==> config.mk <==
export PLATFORM = sky130hd
export DESIGN_NAME = booth_multiplier_r4
export DESIGN_NICKNAME = d
export VERILOG_FILES = /design/src/rtl/booth_multiplier_r4.sv
export SDC_FILE = /design/constraint.sdc
export NUM_CORES = 1
export LEC_CHECK = 0
export CORE_MARGIN = 1
export CORE_UTILIZATION = 50
export CTS_BUF_LIST = sky130_fd_sc_hd__clkbuf_16
export CTS_CLUSTER_DIAMETER = 120
export DETAILED_ROUTE_END_ITERATION = 12
export HOLD_SLACK_MARGIN = 0.08
export PLACE_DENSITY = 0.83
export SYNTH_ARGS = -nofsm -noshare
export SYNTH_HDL_FRONTEND = slang
export SYNTH_SLANG_ARGS = --single-unit
==> constraint.sdc <==
create_clock -name clk -period 3.95 [get_ports clk]
set_clock_uncertainty 0.2 [all_clocks]
set_input_delay 0.9875 -clock clk [delete_from_list [all_inputs] [get_ports clk]]
set_output_delay 0.9875 -clock clk [all_outputs]
set_load 0.01 [all_outputs]
==> src/rtl/booth_multiplier_r4.sv <==
// booth_multiplier_r4: sequential radix-4 Booth multiplier, ITER=WIDTH/2+1 cycles per op; ports clk, rst_n (async active-low), start, mc, mp, signed_mode -> prod, busy, done; BOOTH_ZERO_SKIP_EN finishes zero-operand ops in one cycle
module booth_multiplier_r4 #(
  parameter int WIDTH = 8
) (
  input  logic               clk,
  input  logic               rst_n,
  input  logic               start,
  input  logic [WIDTH-1:0]   mc,
  input  logic [WIDTH-1:0]   mp,
  input  logic               signed_mode,
  output logic [2*WIDTH-1:0] prod,
  output logic               busy,
  output logic               done
);
  localparam int ITER = WIDTH / 2 + 1;
  localparam int CW = $clog2(ITER + 1);
  typedef enum logic {IDLE, CALC} state_t;
  state_t state, state_nx;
  logic signed [WIDTH+1:0] m;
  logic signed [WIDTH+3:0] hi, hi_sum, pp, m_x;
  logic [WIDTH+1:0] lo;
  logic q, zero, accept, last;
  logic [2:0] trip;
  logic [CW-1:0] cnt;
  function automatic logic [WIDTH+1:0] ext(input logic [WIDTH-1:0] x, input logic s);
    return s ? {{2{x[WIDTH-1]}}, x} : {2'b00, x};
  endfunction
  always_comb begin
    trip = {lo[1:0], q};
    m_x = {{2{m[WIDTH+1]}}, m};
    pp = (trip == 3'b001 || trip == 3'b010) ? m_x :
         (trip == 3'b101 || trip == 3'b110) ? -m_x :
         (trip == 3'b011) ? m_x <<< 1 :
         (trip == 3'b100) ? -(m_x <<< 1) : '0;
    hi_sum = hi + pp;
`ifdef BOOTH_ZERO_SKIP_EN
    zero = (mc == '0) || (mp == '0);
`else
    zero = 1'b0;
`endif
    accept = (state == IDLE) && start;
    last = cnt == CW'(1);
    state_nx = (accept && !zero) ? CALC : (state == CALC && last) ? IDLE : state;
  end
  assign busy = state == CALC;
  always_ff @(posedge clk or negedge rst_n)
    if (!rst_n) state <= IDLE;
    else state <= state_nx;
  always_ff @(posedge clk or negedge rst_n) begin
    if (!rst_n) begin
      prod <= '0;
      done <= 1'b0;
      m <= '0;
      hi <= '0;
      lo <= '0;
      q <= 1'b0;
      cnt <= '0;
    end else begin
      done <= 1'b0;
      if (accept && zero) begin
        prod <= '0;
        done <= 1'b1;
      end else if (accept) begin
        m <= ext(mc, signed_mode);
        lo <= ext(mp, signed_mode);
        hi <= '0;
        q <= 1'b0;
        cnt <= CW'(ITER);
      end else if (state == CALC) begin
        hi <= hi_sum >>> 2;
        lo <= {hi_sum[1:0], lo[WIDTH+1:2]};
        q <= lo[1];
        cnt <= cnt - CW'(1);
        if (last) begin
          // Low 2*WIDTH bits of the final {hi_sum, lo} >>> 2.
          prod <= {hi_sum[WIDTH-1:0], lo[WIDTH+1:2]};
          done <= 1'b1;
        end
      end
    end
  end
endmodule

# Yosys cells after proc, flatten, opt, wreduce, memory -nomap -nowiden
# Index checks and enable logic that the tools add are counted.
[op_classes]
addsub = 4
eq_ne = 7
n_mux = 19
bitwise = 2
n_reduce_logical = 7
[op_table]
columns = ["cell", "count"]
rows = [
  ["$mux W12", 6],
  ["$mux W10", 4],
  ["$neg A12 Y12", 2],
  ["$add A12 B12 Y12", 1],
  ["$eq A3 B3 Y1 const B", 3],
  ["$mux W1", 7],
  ["$eq A3 B1 Y1 const B", 2],
  ["$eq A3 B2 Y1 const B", 2],
  ["$mux W3", 2],
  ["$reduce_bool A2 Y1", 2],
  ["$reduce_and A3 Y1", 1],
  ["$sub A3 B1 Y3 const B", 1],
  ["$logic_and A1 B1 Y1", 2],
  ["$logic_or A1 B1 Y1", 2],
  ["$not A1 Y1", 2],
]
[word_totals]
reg_bits = 54
input_bits = 20
output_inout_bits = 18
elab_cells = 47

# Longest topological paths before layout
# Gate-level depths: netlist (run 1).
[logic_depth]
word_depth = 8
ltp_mapped = 14

# Worst setup path after synthesis (run 1)
# Ideal clock, no wire load.
[synth_path]
path_type = "register to register"
startpoint = "register m[2]"
endpoint = "register hi[10]"
setup_ns = 0.076
t_arrival_ns = 2.860
t_required_ns = 3.674
path_slack_ns = 0.814
path_stages_with_launch = 15
path_cell_list = "dfrtp_1 > buf_6 > or4_4 > nor2_4 > nand2_1 > xor2_1 > a221oi_2 > a31oi_1 > ha_1 > a21oi_1 > nor3b_1 > o31ai_1 > o211ai_1 > xnor3_1 > o21ai_1"
[synth_between]
elab_chain_len = 8
elab_cells_between_ends = 9
cone_classes = "add/sub: 3; mux: 6"
[synth_lines]
columns = ["element", "line_no", "source"]
rows = [
  ["start, declared", "19", "logic signed [WIDTH+1:0] m;"],
  ["start signal, assigned", "64", "m <= ext(mc, signed_mode);"],
  ["$neg A12 Y12", "34", "(trip == 3'b100) ? -(m_x <<< 1) : '0;"],
  ["$mux W12", "34", ""],
  ["$mux W12", "33", "(trip == 3'b011) ? m_x <<< 1 :"],
  ["$mux W12", "32", "(trip == 3'b101 || trip == 3'b110) ? -m_x :"],
  ["$mux W12 (*)", "31", "pp = (trip == 3'b001 || trip == 3'b010) ? m_x :"],
  ["$add A12 B12 Y12 (*)", "35", "hi_sum = hi + pp;"],
  ["$mux W12 (*)", "69", "end else if (state == CALC) begin"],
  ["$mux W12 (*)", "63", "end else if (accept) begin"],
  ["end signal, assigned", "70", "hi <= hi_sum >>> 2;"],
  ["end, declared", "20", "logic signed [WIDTH+3:0] hi, hi_sum, pp, m_x;"],
]
# Mark *: on every way between the ends. The rest lies on a longest branch, timed or not. The select of a mux whose other input is x is not followed.
# A chain may end at the register's enable or synchronous reset.

# Worst setup path in the final report (run 1)
[layout_path]
startpoint = "register m[0]"
endpoint = "register hi[10]"
# The elaborated chain is that of the path after synthesis.

==> impl_summary.log, run 1 <==
INFO  metric timing.hold.worst_endpoint = prod[1]
INFO  metric grt_pass1_wl = 13300 um
INFO  metric synthesis.area = 3273 um2
INFO  metric grt_antenna_before_repair = 0
INFO  metric timing.final.hold_violations = 0
INFO  metric tritoncts = yes
INFO  metric fp.dieH = 82.91 um
INFO  metric syn_avg_cell_area = 9.092 um2
INFO  metric cts_buffer_depth = 2
INFO  metric setup_tns = 0 ps
INFO  metric worst_slew_pin_slew = 900.0 ps
INFO  metric worstSetupStartpoint = m[0]
INFO  metric worst_hold_path.num_cells = 2
INFO  metric netlist-cell-type-count = 59
INFO  metric mappedNetlistNets = 396
INFO  metric worst_slew_margin_rel = 40.00%
INFO  metric global_route.usage.total = 23.74%
INFO  metric clock_sink_count = 51
INFO  metric wl_per_cell = 16.35 um
INFO  metric crit-reg2reg-launch = m[0]
INFO  metric critical-path-max-stage-delay = 470 ps
INFO  metric detail_route.drc_violations = 0
INFO  metric crit_type = register to register
INFO  metric i_o_buffers = 37
INFO  metric clk_pin_slew = 70 ps
INFO  metric cts-htree-levels = 2
INFO  metric area_growth = 15.83%
INFO  metric ys_seq_elements = 51
INFO  metric layout.nets = 426
INFO  metric worstReg2RegEnd = hi[10]
INFO  metric cap_viol_max_count = 0
INFO  metric rsz_0062_raised_after_global_routing = false
INFO  metric yosys_warnings = 0
INFO  metric numCtsBuffers = 5
INFO  metric hold_class = register to register
INFO  metric drt_iter0_drc = 173
INFO  metric result_of_the_run = completed
INFO  metric first_global_vias = 2823
INFO  metric place.gp.congestion = 0.9501
INFO  metric die_w = 82.91 um
INFO  metric synth_edf_count = 0
INFO  metric drive_above_1_share = 8.951%
INFO  metric worstPathCellList = inv_1 -> ha_1 -> nand2_4 -> nand2_1 -> xnor2_1 -> a32o_1 -> mux2_2 -> ha_1 -> o211ai_1 -> o211a_1 -> o31ai_1 -> o211ai_1 -> xnor3_1 -> o21ai_1
INFO  metric syn_inst = 360
INFO  metric start_util = 51.55%
INFO  metric worst_ep_required_time = 3930 ps
INFO  metric critPathArrivalTime = 3400 ps
INFO  metric startpoint_type = register
INFO  metric max_freq = 0.2918 GHz
INFO  metric final_setup_fails = 0
INFO  metric dp.final_hpwl = 5540 um
INFO  metric leading_cell_type_in_the_layout_fill_and_taps_excluded = sky130_fd_sc_hd__nand2_1
INFO  metric worstSkewPairLatency = 290 ps
INFO  metric detail_route.first_pass.iterations = 5
INFO  metric path_max_fanout = 7
INFO  metric grt_max_degree = 41
INFO  metric critPathCaptureType = register
INFO  metric reg2reg_setup_slack = 520 ps
INFO  metric synthTopCellsByArea = sky130_fd_sc_hd__dfrtp_1 (39%), sky130_fd_sc_hd__nand2_1 (8.8%), sky130_fd_sc_hd__ha_1 (5.7%)
INFO  metric cts-hold-fix-buffers = 0
INFO  metric ys_dominant_reg_cell = sky130_fd_sc_hd__dfrtp_1
INFO  metric clk_root_buffer_cell = sky130_fd_sc_hd__clkbuf_16
INFO  metric core = 6350 um2
INFO  metric post-route-period-util = 86.75%
INFO  metric critical_path.slowest_cell = sky130_fd_sc_hd__dfrtp_1
INFO  metric fp-row-count = 29
INFO  metric layout_common_cells = sky130_fd_sc_hd__nand2_1 (77), sky130_fd_sc_hd__dfrtp_1 (51), sky130_fd_sc_hd__clkdlybuf4s50_1 (36)
INFO  metric share_of_flip_flops_with_an_asynchronous_set_or_reset_after_synthesis = 100.0%
INFO  metric min-delay-start = prod[1]
INFO  metric drv_slew = 0
INFO  metric setup_fix_buffers_added_after_clock_tree_synthesis = 0
INFO  metric num_vias = 2781
INFO  metric synth_largest_type_area_fraction = 38.99%
INFO  metric cts_resized = 0
INFO  metric ff2ff_path_depth = 14
INFO  metric yosysSeqAreaShare = 38.99%
INFO  metric synth_top_area_cell = sky130_fd_sc_hd__dfrtp_1
INFO  metric finalCriticalPeriod = 3427 ps
INFO  metric post_drt_via_cell_ratio = 5.942
INFO  metric die_area = 6874 um2
INFO  metric globalRoute.totalOverflow = 0
INFO  metric boundaryPins = 38
INFO  metric postRouteWirelength = 7651 um
INFO  metric drtAntennaViolNets = 0
INFO  metric antennaDiodeCount = 0
[kinds of logic after synthesis]
logic type	synth area share [%]
DFF	38.99
xor gates and xnor gates	5.237
and+or+nand+nor	19.99
adders and majority gates	6.346
buffers and inverters	5.657
muxes	5.543
AOI/OAI and AO/OA	18.23
[final cells by class]
cell class	count	area, um2
clock buffers	5	125.1
multi-input cells	276	1812
inverters	13	48.80
clock inverters	3	22.52
flip-flops and latches	51	1276
fillers	554	2559
well taps	77	96.34
repair buffers	43	410.4
[layer usage]
layer,up-vias,global-route usage (%),wire [um]
met3,20,3.976,350
met5,-,0,0
met4,0,9.248,156
met1,1358,29.98,3334
li1,1320,-,-
met2,83,40.61,3810
[through the flow]
stage / worst slack, ps / area (um2) / cells / utilization [%] / hold WS, ps
final: 523.2 / 3791 / 468 / 59.70 / 280.0
after global routing: 255.5 / 3791 / 468 / 59.70 / 307.3
after CTS: 550.8 / 3791 / 468 / 59.70 / 280.4
after detailed placement: 578.7 / 3643 / 460 / 57.38 / 262.3
after global placement: 635.3 / 3643 / 460 / 57.38 / 259.6
after floorplan: 813.8 / 3273 / 360 / - / 253.4
[worst max-delay path: cells and delay by family (launching register included)]
family	cells	cell delay (ps)
fa+ha+maj	2	640
simple gates	2	210
compound gates	6	1040
buf+inv	1	110
mux	1	260
flops	1	470
xor+xnor	2	370
[registers in the layout, summed over array words and instances, names as in the netlist]
name	flops
cnt	3
hi	10
lo	10
busy	1
done	1
prod	16
q	1
m	9
[synthesized netlist by cell type, drive strengths merged (2+ instances only)]
cell type  count
buf            7
a2bb2oi        3
or3            4
nor2b          5
a21oi         19
nor3b          2
dfrtp         51
nand3b         2
o21ai         33
xnor2         11
clkbuf        13
nor4           2
ha            15
nand2         78
a21o           3
a22o           6
nor2          17
mux2i          8
a211oi         4
mux2           9
a31oi          4
o31ai          3
o211ai         3
nor3           6
xor2           6
inv           12
nand2b         7
nand3          5
[how the worst max path moves through the flow]
stage               endpoint  slack, ps  cells past startpoint
floorplan             hi[10]        810                     14
global placement      hi[10]        640                     14
detailed placement    hi[10]        580                     13
CTS                   hi[10]        550                     14
global route           hi[6]        260                     13
finish                hi[10]        520                     14
Power of run 1 is left out: the tool's default activity adds up to more than one toggle a clock period on the data nets, which glitch-free logic cannot reach.
==> run 2: changes to the inputs <==
- CTS_BUF_LIST: sky130_fd_sc_hd__clkbuf_16 -> sky130_fd_sc_hd__clkbuf_8
- GPL_TIMING_DRIVEN: unset -> 0
==> impl_summary.log, run 2 (same netlist as run 1, synthesis figures left out) <==
INFO  metric result_of_the_run = completed
INFO  metric clock_sink_count = 51 (unchanged)
INFO  metric fp.dieH = 82.91 um (unchanged)
INFO  metric globalRoute.totalOverflow = 0 (unchanged)
INFO  metric layout.nets = 440 (+3.3%)
INFO  metric startpoint_type = register
INFO  metric wl_per_cell = 15.64 um (-4.3%)
INFO  metric num_vias = 2795 (+0.50%)
INFO  metric path_max_fanout = 7 (unchanged)
INFO  metric cts_buffer_depth = 2 (unchanged)
INFO  metric largest_reg_flops = 16 (unchanged)
INFO  metric grt_pass1_wl = 13040 um (-2.0%)
INFO  metric leading_cell_type_in_the_layout_fill_and_taps_excluded = sky130_fd_sc_hd__nand2_1
INFO  metric global_route.usage.total = 22.96% (-0.78 points)
INFO  metric start_util = 51.55% (unchanged)
INFO  metric area_growth = 17.13%
INFO  metric core = 6350 um2 (unchanged)
INFO  metric worst_hold_path.num_cells = 2 (unchanged)
INFO  metric drtAntennaViolNets = 0 (unchanged)
INFO  metric postRouteWirelength = 7538 um (-1.5%)
INFO  metric first_global_vias = 2792 (-1.1%)
INFO  metric cts-hold-fix-buffers = 0 (unchanged)
INFO  metric cts-htree-levels = 2 (unchanged)
INFO  metric worstPathCellList = inv_1 -> ha_1 -> nand2_4 -> nand2_1 -> xnor2_1 -> a32o_1 -> mux2_2 -> ha_1 -> o211ai_1 -> o211a_1 -> o31ai_1 -> o211ai_1 -> xnor3_1 -> o21ai_1
INFO  metric setup_fix_buffers_added_after_clock_tree_synthesis = 0 (unchanged)
INFO  metric layout.cells.non_filler = 482 (+3.0%)
INFO  metric tritoncts = yes
INFO  metric clk_pin_slew = 100 ps (+30 ps)
INFO  metric setup_tns = 0 ps (unchanged)
INFO  metric drive_above_1_share = 9.136% (+0.18 points)
INFO  metric clk_root_buffer_cell = sky130_fd_sc_hd__clkbuf_8
INFO  metric grt_max_degree = 37 (-9.8%)
INFO  metric dp.final_hpwl = 5652 um (+2.0%)
INFO  metric die_w = 82.91 um (unchanged)
INFO  metric critPathCaptureType = register
INFO  metric worst_ep_required_time = 3940 ps (about the same)
INFO  metric min-delay-start = prod[1]
INFO  metric timing.final.hold_violations = 0 (unchanged)
INFO  metric critical-path-max-stage-delay = 490 ps (+20 ps)
INFO  metric critical_path.slowest_cell = sky130_fd_sc_hd__dfrtp_1
INFO  metric finalCriticalPeriod = 3458 ps (+31.31 ps)
INFO  metric i_o_buffers = 36 (-2.7%)
INFO  metric boundaryPins = 38 (unchanged)
INFO  metric largest_registers = prod (16), hi (10), lo (10)
INFO  metric final_setup_fails = 0 (unchanged)
INFO  metric worst_hold_slack = 285.8 ps (+5.879 ps)
INFO  metric worstSkewPairLatency = 300 ps (about the same)
INFO  metric cts_resized = 0 (unchanged)
INFO  metric grt_antenna_before_repair = 0 (unchanged)
INFO  metric dp_cells = 474 (+3.0%)
INFO  metric detail_route.first_pass.iterations = 5 (unchanged)
INFO  metric rsz_0062_raised_after_global_routing = false
INFO  metric max_freq = 0.2892 GHz (-0.91%)
INFO  metric critPathArrivalTime = 3450 ps (+50 ps)
INFO  metric die_area = 6874 um2 (unchanged)
INFO  metric worst_slew_margin_rel = 47.23% (+7.2 points)
INFO  metric cap_viol_max_count = 0 (unchanged)
INFO  metric detail_route.drc_violations = 0 (unchanged)
INFO  metric timing.hold.worst_endpoint = prod[1]
INFO  metric drt_iter0_drc = 243 (+40%)
INFO  metric drv_slew = 0 (unchanged)
INFO  metric crit_type = register to register
INFO  metric antennaDiodeCount = 0 (unchanged)
INFO  metric fillers = 536 (-3.2%)
INFO  metric layout_common_cells = sky130_fd_sc_hd__nand2_1 (77), sky130_fd_sc_hd__dfrtp_1 (51), sky130_fd_sc_hd__clkdlybuf4s50_1 (35)
INFO  metric post-route-period-util = 87.55% (+0.79 points)
INFO  metric crit-reg2reg-launch = m[0]
INFO  metric place.gp.congestion = 0.8659 (-8.9%)
INFO  metric worst_slew_pin_slew = 788.6 ps (-111.5 ps)
INFO  metric regMostFlops = prod
INFO  metric fp-row-count = 29 (unchanged)
INFO  metric hold_class = register to register
INFO  metric post_drt_via_cell_ratio = 5.799 (-2.4%)
INFO  metric ff2ff_path_depth = 14 (unchanged)
INFO  metric numCtsBuffers = 5 (unchanged)
INFO  metric worstReg2RegEnd = hi[10]
INFO  metric reg2reg_setup_slack = 490 ps (-30 ps)
run 2: cell count changes in the layout (fill, tap and decap cells not counted), moves of 2 or more:
cell and change:
sky130_fd_sc_hd__clkbuf_1 +10, sky130_fd_sc_hd__clkbuf_8 +8, sky130_fd_sc_hd__buf_4 -6, sky130_fd_sc_hd__clkbuf_16 -5, sky130_fd_sc_hd__buf_6 +4, sky130_fd_sc_hd__buf_1 +2
run 2: how the worst max path moves through the flow:
| stage | slack [ps] | cells past startpoint | startpoint | to |
|---|---|---|---|---|
| after floorplan | 810 | 14 | m[2] | hi[10] |
| after global placement | 150 | 1 | rst_n | prod[0] |
| after detailed placement | 560 | 14 | m[2] | hi[10] |
| after CTS | 530 | 14 | m[2] | hi[10] |
| after global routing | 330 | 14 | m[0] | hi[10] |
| final | 490 | 14 | m[0] | hi[10] |
run 2: per-layer routing:
layer  part of all wire (%)  track usage [%]  vias to the layer above
met4                    2.0            7.210                        0
met3                    3.4            3.479                       14
li1                       -                -                     1353
met5                      0                0                        -
met2                     48            37.70                       68
met1                     47            31.31                     1360
run 2: area by class of cell:
cell class	count	area [um2]	share of cell area, %
tap	77	96.34	2.513
multi-input combinational	276	1812	47.26
buffer	20	136.4	3.557
clock buffer	5	68.82	1.795
sequential	51	1276	33.29
inverter	13	48.80	1.273
timing repair buffer	37	375.4	9.791
clock inverter	3	20.02	0.5222
run 2: critical path: cells and delay by family (launching register included):
kind / cells / cell delay (ps)
compound gates: 6 / 1040
xor+xnor: 2 / 370
fa+ha+maj: 2 / 640
buf+inv: 1 / 110
flops: 1 / 490
mux: 1 / 270
simple gates: 2 / 210
run 2: stage by stage:
stage,cell area (um2),util [%],setup WS (ps)
floorplan,3273,-,813.8
global placement,3730,58.74,152.9
detailed placement,3745,58.98,558.7
CTS,3834,60.37,530.1
global route,3834,60.37,327.2
finish,3834,60.37,491.9
Power of run 2 is left out for the same reason.
==> run 3: changes to the inputs <==
- CAP_MARGIN: unset -> 25
- SKIP_LAST_GASP: unset -> 1
==> impl_summary.log, run 3 (same netlist as run 1, synthesis figures left out) <==
INFO  metric area_growth = 17.13% (unchanged)
INFO  metric area_of_all_sequential_standard_cells = 1276 um2 (unchanged)
INFO  metric rsz_0062_raised_after_global_routing = false
INFO  metric fillers = 538 (+0.37%)
INFO  metric finalCriticalPeriod = 3443 ps (-15.21 ps)
INFO  metric detail_route.drc_violations = 0 (unchanged)
INFO  metric post_drt_via_cell_ratio = 5.807 (+0.14%)
INFO  metric cts-hold-fix-buffers = 0 (unchanged)
INFO  metric drive_above_1_share = 9.136% (unchanged)
INFO  metric core = 6350 um2 (unchanged)
INFO  metric drtAntennaViolNets = 0 (unchanged)
INFO  metric leading_cell_type_in_the_layout_fill_and_taps_excluded = sky130_fd_sc_hd__nand2_1
INFO  metric start_util = 51.55% (unchanged)
INFO  metric clk_pin_slew = 100 ps (about the same)
INFO  metric boundaryPins = 38 (unchanged)
INFO  metric largest_registers = prod (16), hi (10), lo (10)
INFO  metric cts_resized = 0 (unchanged)
INFO  metric worst_hold_slack = 285.5 ps (-0.2990 ps)
INFO  metric tritoncts = yes
INFO  metric worst_slew_margin_rel = 47.92% (+0.69 points)
INFO  metric first_global_vias = 2760 (-1.1%)
INFO  metric global_route.usage.total = 23.42% (+0.46 points)
INFO  metric max_freq = 0.2905 GHz (+0.44%)
INFO  metric antennaDiodeCount = 0 (unchanged)
INFO  metric critPathCaptureType = register
INFO  metric cts_buffer_depth = 2 (unchanged)
INFO  metric i_o_buffers = 36 (unchanged)
INFO  metric critPathArrivalTime = 3440 ps (about the same)
INFO  metric multi_input_comb_area = 1812 um2 (unchanged)
INFO  metric postRouteWirelength = 7695 um (+2.1%)
INFO  metric utilization = 60.37% (unchanged)
INFO  metric worst_ep_required_time = 3950 ps (about the same)
INFO  metric place.gp.congestion = 0.8659 (unchanged)
INFO  metric num_vias = 2799 (+0.14%)
INFO  metric grt_pass1_wl = 13190 um (+1.1%)
INFO  metric final_setup_fails = 0 (unchanged)
INFO  metric setup_tns = 0 ps (unchanged)
INFO  metric dp.final_hpwl = 5665 um (+0.23%)
INFO  metric cts-htree-levels = 2 (unchanged)
INFO  metric die_area = 6874 um2 (unchanged)
INFO  metric clk_root_buffer_cell = sky130_fd_sc_hd__clkbuf_8
INFO  metric drv_slew = 0 (unchanged)
INFO  metric numCtsBuffers = 5 (unchanged)
INFO  metric wl_per_cell = 15.96 um (+2.1%)
INFO  metric layout.nets = 440 (unchanged)
INFO  metric crit_type = register to register
INFO  metric hold_class = register to register
INFO  metric regMostFlops = prod
INFO  metric fp.dieH = 82.91 um (unchanged)
INFO  metric die_w = 82.91 um (unchanged)
INFO  metric timing.final.hold_violations = 0 (unchanged)
INFO  metric post-route-period-util = 87.16% (-0.38 points)
INFO  metric drt_iter0_drc = 196 (-19%)
INFO  metric globalRoute.totalOverflow = 0 (unchanged)
INFO  metric worstSkewPairLatency = 310 ps (about the same)
INFO  metric grt_max_degree = 37 (unchanged)
INFO  metric cap_viol_max_count = 0 (unchanged)
INFO  metric layout_common_cells = sky130_fd_sc_hd__nand2_1 (77), sky130_fd_sc_hd__dfrtp_1 (51), sky130_fd_sc_hd__clkdlybuf4s50_1 (35)
INFO  metric largest_reg_flops = 16 (unchanged)
INFO  metric grt_antenna_before_repair = 0 (unchanged)
INFO  metric detail_route.first_pass.iterations = 4 (-1)
INFO  metric result_of_the_run = completed
INFO  metric setup_fix_buffers_added_after_clock_tree_synthesis = 0 (unchanged)
INFO  metric startpoint_type = register
INFO  metric fp-row-count = 29 (unchanged)
INFO  metric path_max_fanout = 7 (unchanged)
INFO  metric clock_sink_count = 51 (unchanged)
INFO  metric worst_slew_pin_slew = 778.3 ps (-10.28 ps)
==> run 3: cell counts in the layout (fill, tap and decap cells not counted) <==
Identical to the previous run, type by type.
==> run 3: area by class of cell <==
class | instances | area share [%]
Tap cell | 77 | 2.513
Multi-Input combinational cell | 276 | 47.26
Sequential cell | 51 | 33.29
Clock buffer | 5 | 1.795
Timing Repair Buffer | 37 | 9.791
Clock inverter | 3 | 0.5222
Buffer | 20 | 3.557
Inverter | 13 | 1.273
==> run 3: path summary, 6_finish.rpt <==
kind	startpoint	to	slack [ps]	cells after the start
max	m[0]	hi[10]	510	14
min	prod[1]	prod[1]	290	2
max reg2reg	m[0]	hi[10]	510	14
min reg2reg	prod[1]	prod[1]	290	2
max in group asynchronous	rst_n	prod[5]	2630	2
min in group asynchronous	rst_n	m[8]	390	1
==> run 3: layer usage <==
metal  wire length, um  global-route usage (%)
met4                69                   5.016
met3               326                   3.579
met1              3534                   31.97
met5                 0                       0
met2              3765                   39.49
==> run 3: through the flow <==
step / setup WS [ps] / instance area [um2] / cells
floorplan: 813.8 / 3273 / 360
global placement: 152.9 / 3730 / 473
detailed placement: 561.0 / 3745 / 474
CTS: 535.8 / 3834 / 482
global route: 327.5 / 3834 / 482
finish: 507.1 / 3834 / 482
==> run 3: worst max-delay path, cell delays in order, from the launching register on <==
cell                       delay [ps]
sky130_fd_sc_hd__dfrtp_1          490
sky130_fd_sc_hd__inv_1            110
sky130_fd_sc_hd__ha_1             280
sky130_fd_sc_hd__nand2_4          130
sky130_fd_sc_hd__nand2_1           80
sky130_fd_sc_hd__xnor2_1          140
sky130_fd_sc_hd__a32o_1           200
sky130_fd_sc_hd__mux2_2           270
sky130_fd_sc_hd__ha_1             350
sky130_fd_sc_hd__o211ai_1         130
sky130_fd_sc_hd__o211a_1          230
sky130_fd_sc_hd__o31ai_1          280
sky130_fd_sc_hd__o211ai_1         150
sky130_fd_sc_hd__xnor3_1          220
sky130_fd_sc_hd__o21ai_1           60
Power of run 3 is left out for the same reason.
